==> config.mk <==
export PLATFORM = sky130hd
export DESIGN_NAME = v_average
export DESIGN_NICKNAME = d
export VERILOG_FILES = /design/src/rtl/v_avg_pkg.sv /design/src/rtl/v_divider.sv /design/src/rtl/v_average.sv
export SDC_FILE = /design/constraint.sdc
export NUM_CORES = 1
export LEC_CHECK = 0
export BUFFER_PORTS_ARGS = -buffer_cell sky130_fd_sc_hd__buf_4
export CORE_MARGIN = 8
export CORE_UTILIZATION = 60
export CTS_BUF_LIST = sky130_fd_sc_hd__clkbuf_16
export CTS_CLUSTER_DIAMETER = 80
export CTS_CLUSTER_SIZE = 14
export DETAILED_ROUTE_END_ITERATION = 16
export PLACE_DENSITY = 0.85
export SYNTH_ARGS = -nofsm -noshare
export SYNTH_HDL_FRONTEND = slang
export SYNTH_SLANG_ARGS = --single-unit
==> constraint.sdc <==
create_clock -name clk -period 3.93 [get_ports clk]
set_input_delay 0 -clock clk [delete_from_list [all_inputs] [get_ports clk]]
set_output_delay 0 -clock clk [all_outputs]
set_load 0.02 [all_outputs]
==> src/rtl/v_avg_pkg.sv <==
// Shared types and width helpers for the frame-average block.
package v_avg_pkg;

   typedef enum logic [1:0] {
      ACCUM  = 2'd0,
      DIVIDE = 2'd1,
      SEND   = 2'd2
   } v_state_t;

   // Pixel counter must reach FRAME_PIXELS itself.
   function automatic int cnt_w(input int frame_pixels);
      return $clog2(frame_pixels + 1);
   endfunction

   // Sum of FRAME_PIXELS 8-bit pixels never overflows 8+CNT_W bits.
   function automatic int sum_w(input int frame_pixels);
      return 8 + cnt_w(frame_pixels);
   endfunction

endpackage

==> src/rtl/v_divider.sv <==
// Restoring unsigned divider: one quotient bit per cycle, fixed SUM_W-cycle latency.
// The dividend shifts out of q_reg MSB-first while quotient bits shift in at the LSB.
module v_divider #(
   parameter int CNT_W = 3,
   parameter int SUM_W = 11
) (
   input  logic             clk,
   input  logic             reset,
   input  logic             start,
   input  logic [SUM_W-1:0] dividend,
   input  logic [CNT_W-1:0] divisor,
   output logic             done,
   output logic [SUM_W-1:0] quotient
);

   localparam int ITER_W = $clog2(SUM_W + 1);

   logic [SUM_W-1:0]  q_reg;
   logic [CNT_W-1:0]  rem_reg;
   logic [CNT_W-1:0]  dvs_reg;
   logic [ITER_W-1:0] iter_reg;
   logic              busy_reg;
   logic              done_reg;

   logic [CNT_W:0]    trial;
   logic              fits;
   logic [CNT_W-1:0]  rem_next;

   // One restoring step: shift in the next dividend bit, subtract if it fits.
   always_comb begin
      trial    = {rem_reg, q_reg[SUM_W-1]};
      fits     = (trial >= {1'b0, dvs_reg});
      rem_next = trial[CNT_W-1:0];
      if (fits) begin
         rem_next = CNT_W'(trial - {1'b0, dvs_reg});
      end
   end

   // Load on start, then iterate SUM_W times and pulse done for one cycle.
   always_ff @(posedge clk or negedge reset) begin
      if (!reset) begin
         q_reg    <= '0;
         rem_reg  <= '0;
         dvs_reg  <= '0;
         iter_reg <= '0;
         busy_reg <= 1'b0;
         done_reg <= 1'b0;
      end else begin
         done_reg <= 1'b0;
         if (start) begin
            q_reg    <= dividend;
            rem_reg  <= '0;
            dvs_reg  <= divisor;
            iter_reg <= ITER_W'(SUM_W);
            busy_reg <= 1'b1;
         end else if (busy_reg) begin
            q_reg    <= {q_reg[SUM_W-2:0], fits};
            rem_reg  <= rem_next;
            iter_reg <= iter_reg - ITER_W'(1);
            if (iter_reg == ITER_W'(1)) begin
               busy_reg <= 1'b0;
               done_reg <= 1'b1;
            end
         end
      end
   end

   assign done     = done_reg;
   assign quotient = q_reg;

endmodule

==> src/rtl/v_average.sv <==
// Frame mean brightness: accumulate FRAME_PIXELS pixels, divide, hand result downstream.
module v_average
   import v_avg_pkg::*;
#(
   parameter int FRAME_PIXELS = 76800
) (
   input  logic       clk,
   input  logic       reset,
   input  logic [7:0] pixel_v_in,
   input  logic       recv_req,
   output logic       recv_ack,
   output logic [7:0] avg_v_out,
   output logic       send_req,
   input  logic       send_ack
);

   localparam int CNT_W = cnt_w(FRAME_PIXELS);
   localparam int SUM_W = sum_w(FRAME_PIXELS);
   localparam logic [CNT_W-1:0] LAST_CNT = CNT_W'(FRAME_PIXELS - 1);
   localparam logic [CNT_W-1:0] DIVISOR  = CNT_W'(FRAME_PIXELS);

   v_state_t         state_reg, state_next;
   logic [SUM_W-1:0] sum_reg, sum_next;
   logic [CNT_W-1:0] count_reg, count_next;
   logic [7:0]       avg_reg, avg_next;
   logic             send_req_reg, send_req_next;
   logic             recv_ack_reg, recv_ack_next;

   logic             div_start;
   logic             div_done;
   logic [SUM_W-1:0] quotient;
   logic             unused_quotient_hi;

   // The sum bound guarantees the quotient fits in 8 bits; upper bits are always zero.
   assign unused_quotient_hi = ^quotient[SUM_W-1:8];

   // The divider is launched on the final pixel edge with the sum including that pixel,
   // so the result lands SUM_W+1 edges after the last transfer.
   v_divider #(
      .CNT_W(CNT_W),
      .SUM_W(SUM_W)
   ) u_divider (
      .clk      (clk),
      .reset    (reset),
      .start    (div_start),
      .dividend (sum_next),
      .divisor  (DIVISOR),
      .done     (div_done),
      .quotient (quotient)
   );

   // Next-state and datapath updates for the ACCUM/DIVIDE/SEND sequence.
   always_comb begin
      state_next    = state_reg;
      sum_next      = sum_reg;
      count_next    = count_reg;
      avg_next      = avg_reg;
      send_req_next = send_req_reg;
      div_start     = 1'b0;
      case (state_reg)
         ACCUM: begin
            if (recv_req && recv_ack_reg) begin
               sum_next = sum_reg + SUM_W'(pixel_v_in);
               if (count_reg == LAST_CNT) begin
                  count_next = '0;
                  div_start  = 1'b1;
                  state_next = DIVIDE;
               end else begin
                  count_next = count_reg + CNT_W'(1);
               end
            end
         end
         DIVIDE: begin
            if (div_done) begin
               avg_next      = quotient[7:0];
               send_req_next = 1'b1;
               state_next    = SEND;
            end
         end
         SEND: begin
            if (send_req_reg && send_ack) begin
               send_req_next = 1'b0;
               sum_next      = '0;
               state_next    = ACCUM;
            end
         end
         default: begin
            state_next = ACCUM;
         end
      endcase
      recv_ack_next = (state_next == ACCUM);
   end

   // State register; reset drops the partial frame and any pending result.
   always_ff @(posedge clk or negedge reset) begin
      if (!reset) begin
         state_reg    <= ACCUM;
         sum_reg      <= '0;
         count_reg    <= '0;
         avg_reg      <= '0;
         send_req_reg <= 1'b0;
         recv_ack_reg <= 1'b0;
      end else begin
         state_reg    <= state_next;
         sum_reg      <= sum_next;
         count_reg    <= count_next;
         avg_reg      <= avg_next;
         send_req_reg <= send_req_next;
         recv_ack_reg <= recv_ack_next;
      end
   end

   assign recv_ack  = recv_ack_reg;
   assign avg_v_out = avg_reg;
   assign send_req  = send_req_reg;

endmodule

==> results of run 1 <==
==> metrics by stage <==
step,total power [mW],std cells
floorplan,1.64,550
global placement,1.75,660
detailed placement,1.77,660
CTS,2.69,678
global route,2.80,678
finish,2.69,678
==> critical path, cell delays in order (launching register included) <==
cell	delay [ns]
sky130_fd_sc_hd__dfrtp_1	0.42
sky130_fd_sc_hd__ha_1	0.31
sky130_fd_sc_hd__a211oi_1	0.34
sky130_fd_sc_hd__o21ai_1	0.14
sky130_fd_sc_hd__o211ai_1	0.72
sky130_fd_sc_hd__nand2b_1	0.36
sky130_fd_sc_hd__o21ai_0	0.19
sky130_fd_sc_hd__a31oi_1	0.27
==> power groups by stage <==
stage               Clock, mW  Combinational (mW)  Sequential [mW]
finish                  0.922               0.522             1.24
global route            0.973               0.576             1.25
detailed placement          0               0.512             1.26
floorplan                   0               0.399             1.24
CTS                     0.930               0.517             1.24
global placement            0               0.492             1.25
==> Yosys cell counts (3+ instances only) <==
library cell / n
sky130_fd_sc_hd__nor4_1: 8
sky130_fd_sc_hd__nor2_1: 43
sky130_fd_sc_hd__o211ai_1: 5
sky130_fd_sc_hd__buf_2: 11
sky130_fd_sc_hd__a31oi_1: 9
sky130_fd_sc_hd__nand3_1: 21
sky130_fd_sc_hd__nor3_1: 12
sky130_fd_sc_hd__inv_1: 10
sky130_fd_sc_hd__o31ai_1: 3
sky130_fd_sc_hd__and3_1: 7
sky130_fd_sc_hd__and2_1: 8
sky130_fd_sc_hd__dfrtp_1: 104
sky130_fd_sc_hd__nand2b_1: 4
sky130_fd_sc_hd__mux2_2: 15
sky130_fd_sc_hd__o21ai_1: 6
sky130_fd_sc_hd__or3_1: 6
sky130_fd_sc_hd__a211oi_1: 14
sky130_fd_sc_hd__nand4_1: 8
sky130_fd_sc_hd__o311ai_0: 3
sky130_fd_sc_hd__xnor2_1: 12
sky130_fd_sc_hd__o21ai_0: 28
sky130_fd_sc_hd__mux2i_1: 26
sky130_fd_sc_hd__nor2b_1: 4
sky130_fd_sc_hd__clkbuf_1: 14
sky130_fd_sc_hd__xor2_1: 18
sky130_fd_sc_hd__ha_1: 15
sky130_fd_sc_hd__a21o_1: 12
sky130_fd_sc_hd__a21oi_1: 31
sky130_fd_sc_hd__nand2_1: 47
sky130_fd_sc_hd__a22o_1: 8
==> final timing paths <==
path                                 startpoint                           end  slack, ns  depth (start not counted)
max in group asynchronous                 reset  u_divider.busy_reg$_DFF_PN0_       2.61                          3
min in group asynchronous                 reset      count_reg[7]$_DFFE_PN0P_       0.31                          2
min reg2reg                sum_reg[6]$_DFF_PN0_          sum_reg[6]$_DFF_PN0_       0.49                          2
min                               pixel_v_in[0]          sum_reg[0]$_DFF_PN0_        0.1                          3
max reg2reg                sum_reg[1]$_DFF_PN0_         sum_reg[23]$_DFF_PN0_       1.08                          7
max                        sum_reg[1]$_DFF_PN0_         sum_reg[23]$_DFF_PN0_       1.08                          7
==> layout make-up <==
class                   instances  area (um2)
clock buffers                   9         225
clock inverters                 7        81.3
fillers                       707        3030
inverters                      10        37.5
multi-input cells             408        2770
flip-flops and latches        104        2600
well taps                     111         139
repair buffers                 29         223
==> per-layer routing <==
metal	vias to the layer above	part of all wire
met4	0	0.021
met3	22	0.052
met2	154	0.50
li1	2030	-
met5	-	0
met1	2183	0.43
==> logic make-up after synthesis <==
kind of cell	count (synthesis)
buf+inv	38
mux	41
simple gates	185
flops	104
fa+ha+maj	17
compound gates	135
xor+xnor	30
==> impl.org, run 1 <==
** GRT
- Met2 usage in global routing :: 0.338
- Overall routing resource usage :: 0.205
- Total congestion overflow :: 0
- met2 is the most crowded layer.
- Met1 demand-to-capacity share in global routing :: 0.258
- For this run, global-route usage on met3 was measured as 0.0444.
- Maximum number of pins on one net before global-route repair :: 72
- Global-route wire length before repair :: 20900 um
- The number of antenna violations at the first check in global routing was 0.
- The number of global-route vias before repair came to 4293.

** Die
- Die footprint :: 12500 um2
- Top-level port count :: 22
- The initial utilization of the core area, before any placement, comes to 0.607.
- The floorplan step defined a core boundary enclosing 9110 um2.
- Row count :: 35
- Measured along the x axis, the die boundary spans 112 um.
- The floorplan step set the die height to 112 um.

** Synthesis
- Syn Std Cell Area :: 5530 um2
- The post-synthesis compound-gate area fraction is 0.159.
- Sequential element share of the synthesized area :: 0.471
- In this run, synthesis produced a sequential element count of 104.
- Of the total synthesized cell area, the portion taken by XOR and XNOR cells is 0.0476.
- After synthesis, the cell types taking the most area are sky130_fd_sc_hd__dfrtp_1 47%, sky130_fd_sc_hd__mux2i_1 4.7%, sky130_fd_sc_hd__ha_1 3.4%.
- Yosys mapped a number of flops with a built-in enable equal to 0.
- Portion of synthesized cell area occupied by the leading cell type :: 0.471
- Counting flops with an async set or reset pin after synthesis yields a share of 1.00.
- The cell count after synthesis came out at 550.
- For this run, the leading register cell type out of synthesis is sky130_fd_sc_hd__dfrtp_1.
- After synthesis, the mean cell area works out to 10.0 um2.
- Of the total synthesized cell area, the portion taken by AND, OR, NAND and NOR gates is 0.172.
- The number of nets handed over by synthesis was 579.
- Counting distinct cell types in the post-synthesis netlist gives 61.
- Dominant combinational cell family by area after synthesis :: simple AND/OR/NAND/NOR gates
- Of the total synthesized cell area, the portion taken by full adders, half adders and majority gates is 0.0412.
- The biggest area contributor in the post-synthesis netlist is sky130_fd_sc_hd__dfrtp_1.
- Ys Warns :: 0
- Multiplexer area fraction after synthesis :: 0.0777

** Cells and area
- The library cell used most frequently in the layout, excluding fill and tap cells, is sky130_fd_sc_hd__dfrtp_1.
- Of the cells placed in the final design, the portion with a size suffix greater than 1 is 0.132.
- Antenna cell count :: 0
- Area Growth Syn to Fin :: 9.96%
- Commonest cells after routing, fill and taps aside :: 103 x sky130_fd_sc_hd__dfrtp_1, 47 x sky130_fd_sc_hd__nand2_1, 43 x sky130_fd_sc_hd__nor2_1, 31 x sky130_fd_sc_hd__a21oi_1, 28 x sky130_fd_sc_hd__o21ai_0
- For this run, the post-layout net count is 591.
- Final Instance Area :: 6080 um2
- Measured on the finished design, the core utilization comes to 0.667.

** Timing
- In the finished design, the share of the clock period the worst path needs comes to 0.725.
- Post-route setup slack :: 1.08 ns
- Measured slew at the worst slew-check pin :: 0.980 ns
- The worst pin sits at a relative slew slack of 0.343.
- RSZ-0062 raised after global routing :: false
- Final setup violating endpoints :: 0
- Across all hold checks on the routed design, the worst slack comes to 0.0977 ns.
- Final-report hold violation count :: 0
- The worst path in the final design needs a cycle of 2.85 ns, including I/O delays and setup.
- The clock arrives with 0.00522 ns of skew.
- Setup total negative slack :: 0 ns
- Fmax :: 351 MHz
- Slew Viols, Final :: 0

** Routing
- Router iterations before antenna repair :: 5
- Number of DRC violations after detailed-routing iteration 0 :: 359
- WL/cell :: 18.1 um
- The final layout contains routed wiring with a total length of 12300 um.
- Via/cell ratio :: 6.47
- The routed layout has 4389 vias.
- DRC violations left :: 0
- The detail route stage leaves a number of antenna-violating nets equal to 0.

** Clock tree
- Counting along the longest clock path gives a buffer depth of 2.
- Buffers inserted during clock tree synthesis total 9.
- In this run, post-CTS repair resized a total of 0 instances.
- Clock latency on the worst-skew pair :: 0.35 ns
- TritonCTS built the clock tree.
- Buffer type at the clock tree root :: sky130_fd_sc_hd__clkbuf_16
- Clk sink count :: 104
- Clock input transition at the sequential cells of the worst setup and hold paths :: 0.07 ns
- Buffers added to address setup during post-CTS repair amount to 0.
- After clock tree synthesis, the flow added hold-fix buffers numbering 2.
- Maximum level of the CTS H-tree :: 3

** Outcome
- Result of the run :: complete, no violations

** Critical path
- Maximum fanout along the worst path :: 12
- STA classifies the critical path endpoint as a register.
- The worst setup path is of the reg -> reg kind.
- Data on the critical path arrives at its endpoint at 3.11 ns.
- Startpoint type of the worst setup path :: register
- CP required :: 4.19 ns

** Power
- Sequential share of power :: 0.463
- For this design the static power due to leakage is 2.64 nW.
- Internal power comes to 1.88 mW.
- The share of total power dissipated in combinational logic is 0.194.
- Power per standard cell area :: 442 nW/um2
- Sw frac :: 0.301
- Worst VDD drop :: 298 uV
- Clock share of power :: 0.343
- Power dissipated by switching net loads :: 810 uW

** Min path
- HP Class :: in -> reg

** Placement
- Weighted congestion reported at the end of routability-driven placement :: 0.857
- In this run the cell area measured after placement is 5750 um2.
- OpenSTA, run right after detailed placement, puts the worst setup slack at 1.32 ns.
- In this run the tool buffered the top-level ports with 21 buffer cells.
- Once detailed placement completed, the half-perimeter wirelength came to 8180 um.

** Run
- MaxCap Viol Count :: 0
Note: power is estimated with default switching activity, not from simulation.
==> inputs of run 2 (changes only) <==
==> constraint.sdc (replaced) <==
create_clock -name clk -period 2.95 [get_ports clk]
set_input_delay 0 -clock clk [delete_from_list [all_inputs] [get_ports clk]]
set_output_delay 0 -clock clk [all_outputs]
set_load 0.02 [all_outputs]
==> run 2 against run 1 <==
  * Setup slack got worse by 0.65 ns
  * Combinational power rose by 39%
  * Total power rose by 35%
  * Utilization rose by 0.59 points
  * Via count fell by 1.0%
  * Non-clock buffer count rose by 3
  * Critical path depth rose by 1
  * Register-to-register slack got worse by 0.65 ns
  * Largest cell class unchanged
  * Highest routed layer unchanged
==> impl.org, run 2 (synthesis gave the netlist of run 1 again) <==
** GRT
- The remaining global-route overflow is 0 (unchanged).
- Number of global-route vias before repair :: 4427 (+3.1%)
- The number of antenna violations at the first check in global routing came to 0 (unchanged).
- Overall routing resource usage :: 0.205 (about the same)
- The pin count of the biggest net entering global routing is 63 (-13%).
- Global-route wire length before repair :: 21100 um (+0.53%)

** Critical path
- STA classifies the critical path startpoint as a register.
- Delay-heaviest family, CP :: adder cells
- Critical path class :: reg -> reg
- Maximum fanout along the worst path :: 10 (-2)
- Bufs and invs on worst path :: 0 (unchanged)
- WP depth :: 8 (+1)
- The maximum single-stage delay on the critical path came to 0.44 ns (-0.28 ns).
- The worst reg-to-reg path cell count came to 8 (+1).
- The arrival time reported for the critical path endpoint was 2.74 ns (-0.37 ns).
- Worst r2r dst :: u_divider.quotient[10]$_DFFE_PN0P_
- Crit Reg-Reg Startpoint :: sum_reg[0]$_DFF_PN0_
- FF-to-FF setup slack :: 0.43 ns (-0.65 ns)
- Endpoint of the worst setup timing path :: u_divider.quotient[10]$_DFFE_PN0P_
- STA classifies the critical path endpoint as a register.
- CP required :: 3.17 ns (-1.02 ns)
- The critical path goes through ha_1 -> fa_1 -> a211oi_1 -> o211ai_2 -> and2_1 -> nand3_1 -> mux2i_1 -> o21ai_0.
- Critical Path Start :: sum_reg[0]$_DFF_PN0_
- Cell type of the slowest stage on the worst timing path :: sky130_fd_sc_hd__fa_1

** Clock tree
- The number of clock sinks is 104 (unchanged).
- CTS tree :: yes
- Maximum level of the CTS H-tree :: 3 (unchanged)
- Buffer type at the clock tree root :: sky130_fd_sc_hd__clkbuf_16
- The maximum count of clock buffers along a single path is 2 (unchanged).
- The number of gates resized after CTS is 0 (unchanged).
- Clock latency on the worst-skew pair :: 0.34 ns (about the same)
- Setup Fix Bufs, Post-CTS :: 0 (unchanged)
- The number of CTS-inserted buffers is 9 (unchanged).
- Clock input transition at the sequential cells of the worst setup and hold paths :: 0.07 ns (about the same)

** Cells and area
- The proportion of layout cells with a drive suffix above 1 is 0.132 (-0.000696).
- Commonest cells after routing, fill and taps aside :: 103 x sky130_fd_sc_hd__dfrtp_1, 47 x sky130_fd_sc_hd__nand2_1, 43 x sky130_fd_sc_hd__nor2_1, 31 x sky130_fd_sc_hd__a21oi_1
- The final cell count without fillers came to 681 (+0.44%).
- Antenna cell count :: 0 (unchanged)
- Number of nets in the final layout :: 594 (+0.51%)
- Final Instance Area :: 6130 um2 (+0.89%)
- Filler cell count in the final layout :: 661 (-6.5%)
- The share of the core filled with cells is 0.673 (+0.00591).
- Leaving out fill and tap cells, the most frequent cell in the layout is sky130_fd_sc_hd__dfrtp_1.
- Area Growth Syn to Fin :: 10.9%

** Timing
- The minimum clock period came to 2.52 ns (-0.330 ns).
- Max_slew headroom :: 0.475 (+0.132)
- RSZ-0062 raised after global routing :: false
- The final worst-path cycle share came to 0.854 (+0.129).
- The final worst clock skew came to 0.00662 ns (+0.00140 ns).
- Final-report hold violation count :: 0 (unchanged)
- Measured slew at the worst slew-check pin :: 0.788 ns (-0.192 ns)
- Final setup violating endpoints :: 0 (unchanged)
- Setup total negative slack :: 0 ns (unchanged)
- The worst hold-check slack is 0.104 ns (+0.00603 ns).
- The maximum frequency from static timing analysis came to 397 MHz (+13%).
- Slew Viols, Final :: 0 (unchanged)

** Routing
- The detail-routed via count per cell is 6.38 (-1.5%).
- The post-route DRC violation count came to 0 (unchanged).
- Via Count :: 4344 (-1.0%)
- Number of DRC violations after detailed-routing iteration 0 :: 455 (+27%)
- The detailed-routing iteration count for the pre-antenna-repair pass was 7 (+2).
- The wire length per cell after detailed routing is 18.2 um (+0.52%).
- Post-detailed-routing wire length :: 12400 um (+0.97%)
- Number of nets still failing antenna checks after routing :: 0 (unchanged)

** Placement
- The area of placed instances was 5800 um2 (+0.83%).
- The post-detailed-placement half-perimeter wirelength came to 8470 um (+3.4%).
- Total instance count after detailed placement :: 663 (+0.45%)
- The quantity of I/O buffers inserted on ports was 21 (unchanged).
- The placer congestion estimate was 0.878 (+2.4%).

** Outcome
- Result of the run :: complete, no violations

** Die
- Effective utilization at floorplan :: 0.607 (unchanged)
- The number of I/O pins was 22 (unchanged).
- The area of the core came to 9110 um2 (unchanged).
- Die span in x :: 112 um (unchanged)
- Die footprint :: 12500 um2 (unchanged)
- Die H :: 112 um (unchanged)
- Row count :: 35 (unchanged)

** Power
- Worst VDD drop :: 522 uV (+75%)
- The power density over the cells is 593 nW/um2 (+34%).
- Leakage :: 2.68 nW (+1.4%)

** Min path
- The worst hold path belongs to the class in -> reg.
- The startpoint identified for the worst hold timing path is pixel_v_in[1].

** Run
- MaxCap Viol Count :: 0 (unchanged)
[run 2: changes by cell type in the layout (fill, tap and decap cells not counted)]
| cell | previous run | this run |
|---|---|---|
| sky130_fd_sc_hd__buf_12 | 0 | 2 |
| sky130_fd_sc_hd__clkinv_4 | 2 | 0 |
| sky130_fd_sc_hd__clkinvlp_4 | 3 | 1 |
| sky130_fd_sc_hd__inv_1 | 10 | 12 |
| sky130_fd_sc_hd__buf_4 | 27 | 28 |
| sky130_fd_sc_hd__bufinv_16 | 1 | 2 |
| sky130_fd_sc_hd__clkinv_1 | 0 | 1 |
| sky130_fd_sc_hd__inv_6 | 0 | 1 |
| sky130_fd_sc_hd__inv_8 | 1 | 0 |
[run 2: worst min path at each step]
stage	slack, ns	depth (start not counted)	endpoint
after global routing	0.10	3	sum_reg[1]$_DFF_PN0_
after floorplan	-0.30	0	avg_v_out[0]$_DFFE_PN0P_
after CTS	0.1	3	sum_reg[1]$_DFF_PN0_
after global placement	0.13	1	recv_ack$_DFF_PN0_
after detailed placement	0.14	1	count_reg[0]$_DFFE_PN0P_
final	0.10	3	sum_reg[1]$_DFF_PN0_
[run 2: metrics by stage]
step	setup slack, ns	total power, mW
3_5_place_dp	0.559	2.38
2_1_floorplan	0.731	2.18
3_3_place_gp	0.598	2.33
6_report	0.432	3.64
5_1_grt	0.322	3.80
4_1_cts	0.478	3.64
[run 2: layer usage]
layer / track usage / vias up / part of all wire
li1: - / 2026 / -
met2: 0.338 / 181 / 0.49
met4: 0.0890 / 0 / 0.033
met3: 0.0449 / 39 / 0.061
met5: 0 / - / 0
met1: 0.253 / 2098 / 0.42
[run 2: report_power, final]
part,internal (mW),total [mW],switching (mW)
Combinational,0.298,0.725,0.427
Sequential,1.54,1.67,0.125
Clock,0.738,1.24,0.507
[run 2: area by class of cell]
class / count / area, um2 / area share
timing repair buffer: 32 / 270 / 0.0441
sequential: 104 / 2600 / 0.425
inverter: 10 / 37.5 / 0.00612
multi-input combinational: 408 / 2770 / 0.451
clock buffer: 9 / 225 / 0.0367
clock inverter: 7 / 87.6 / 0.0143
tap: 111 / 139 / 0.0227
[run 2: what timing repair did]
| action | 4_1_cts | 5_1_grt |
|---|---|---|
| endpoints found under the setup margin | 0 | 0 |
| hold buffers | 2 | 0 |
| hold endpoints to repair | 62 | 0 |
[run 2: tightest hold or removal path: cells and delay by family]
kind,cells,cell delay [ns]
compound gates,1,0.14
buf+inv,1,0.10
fa+ha+maj,1,0.16
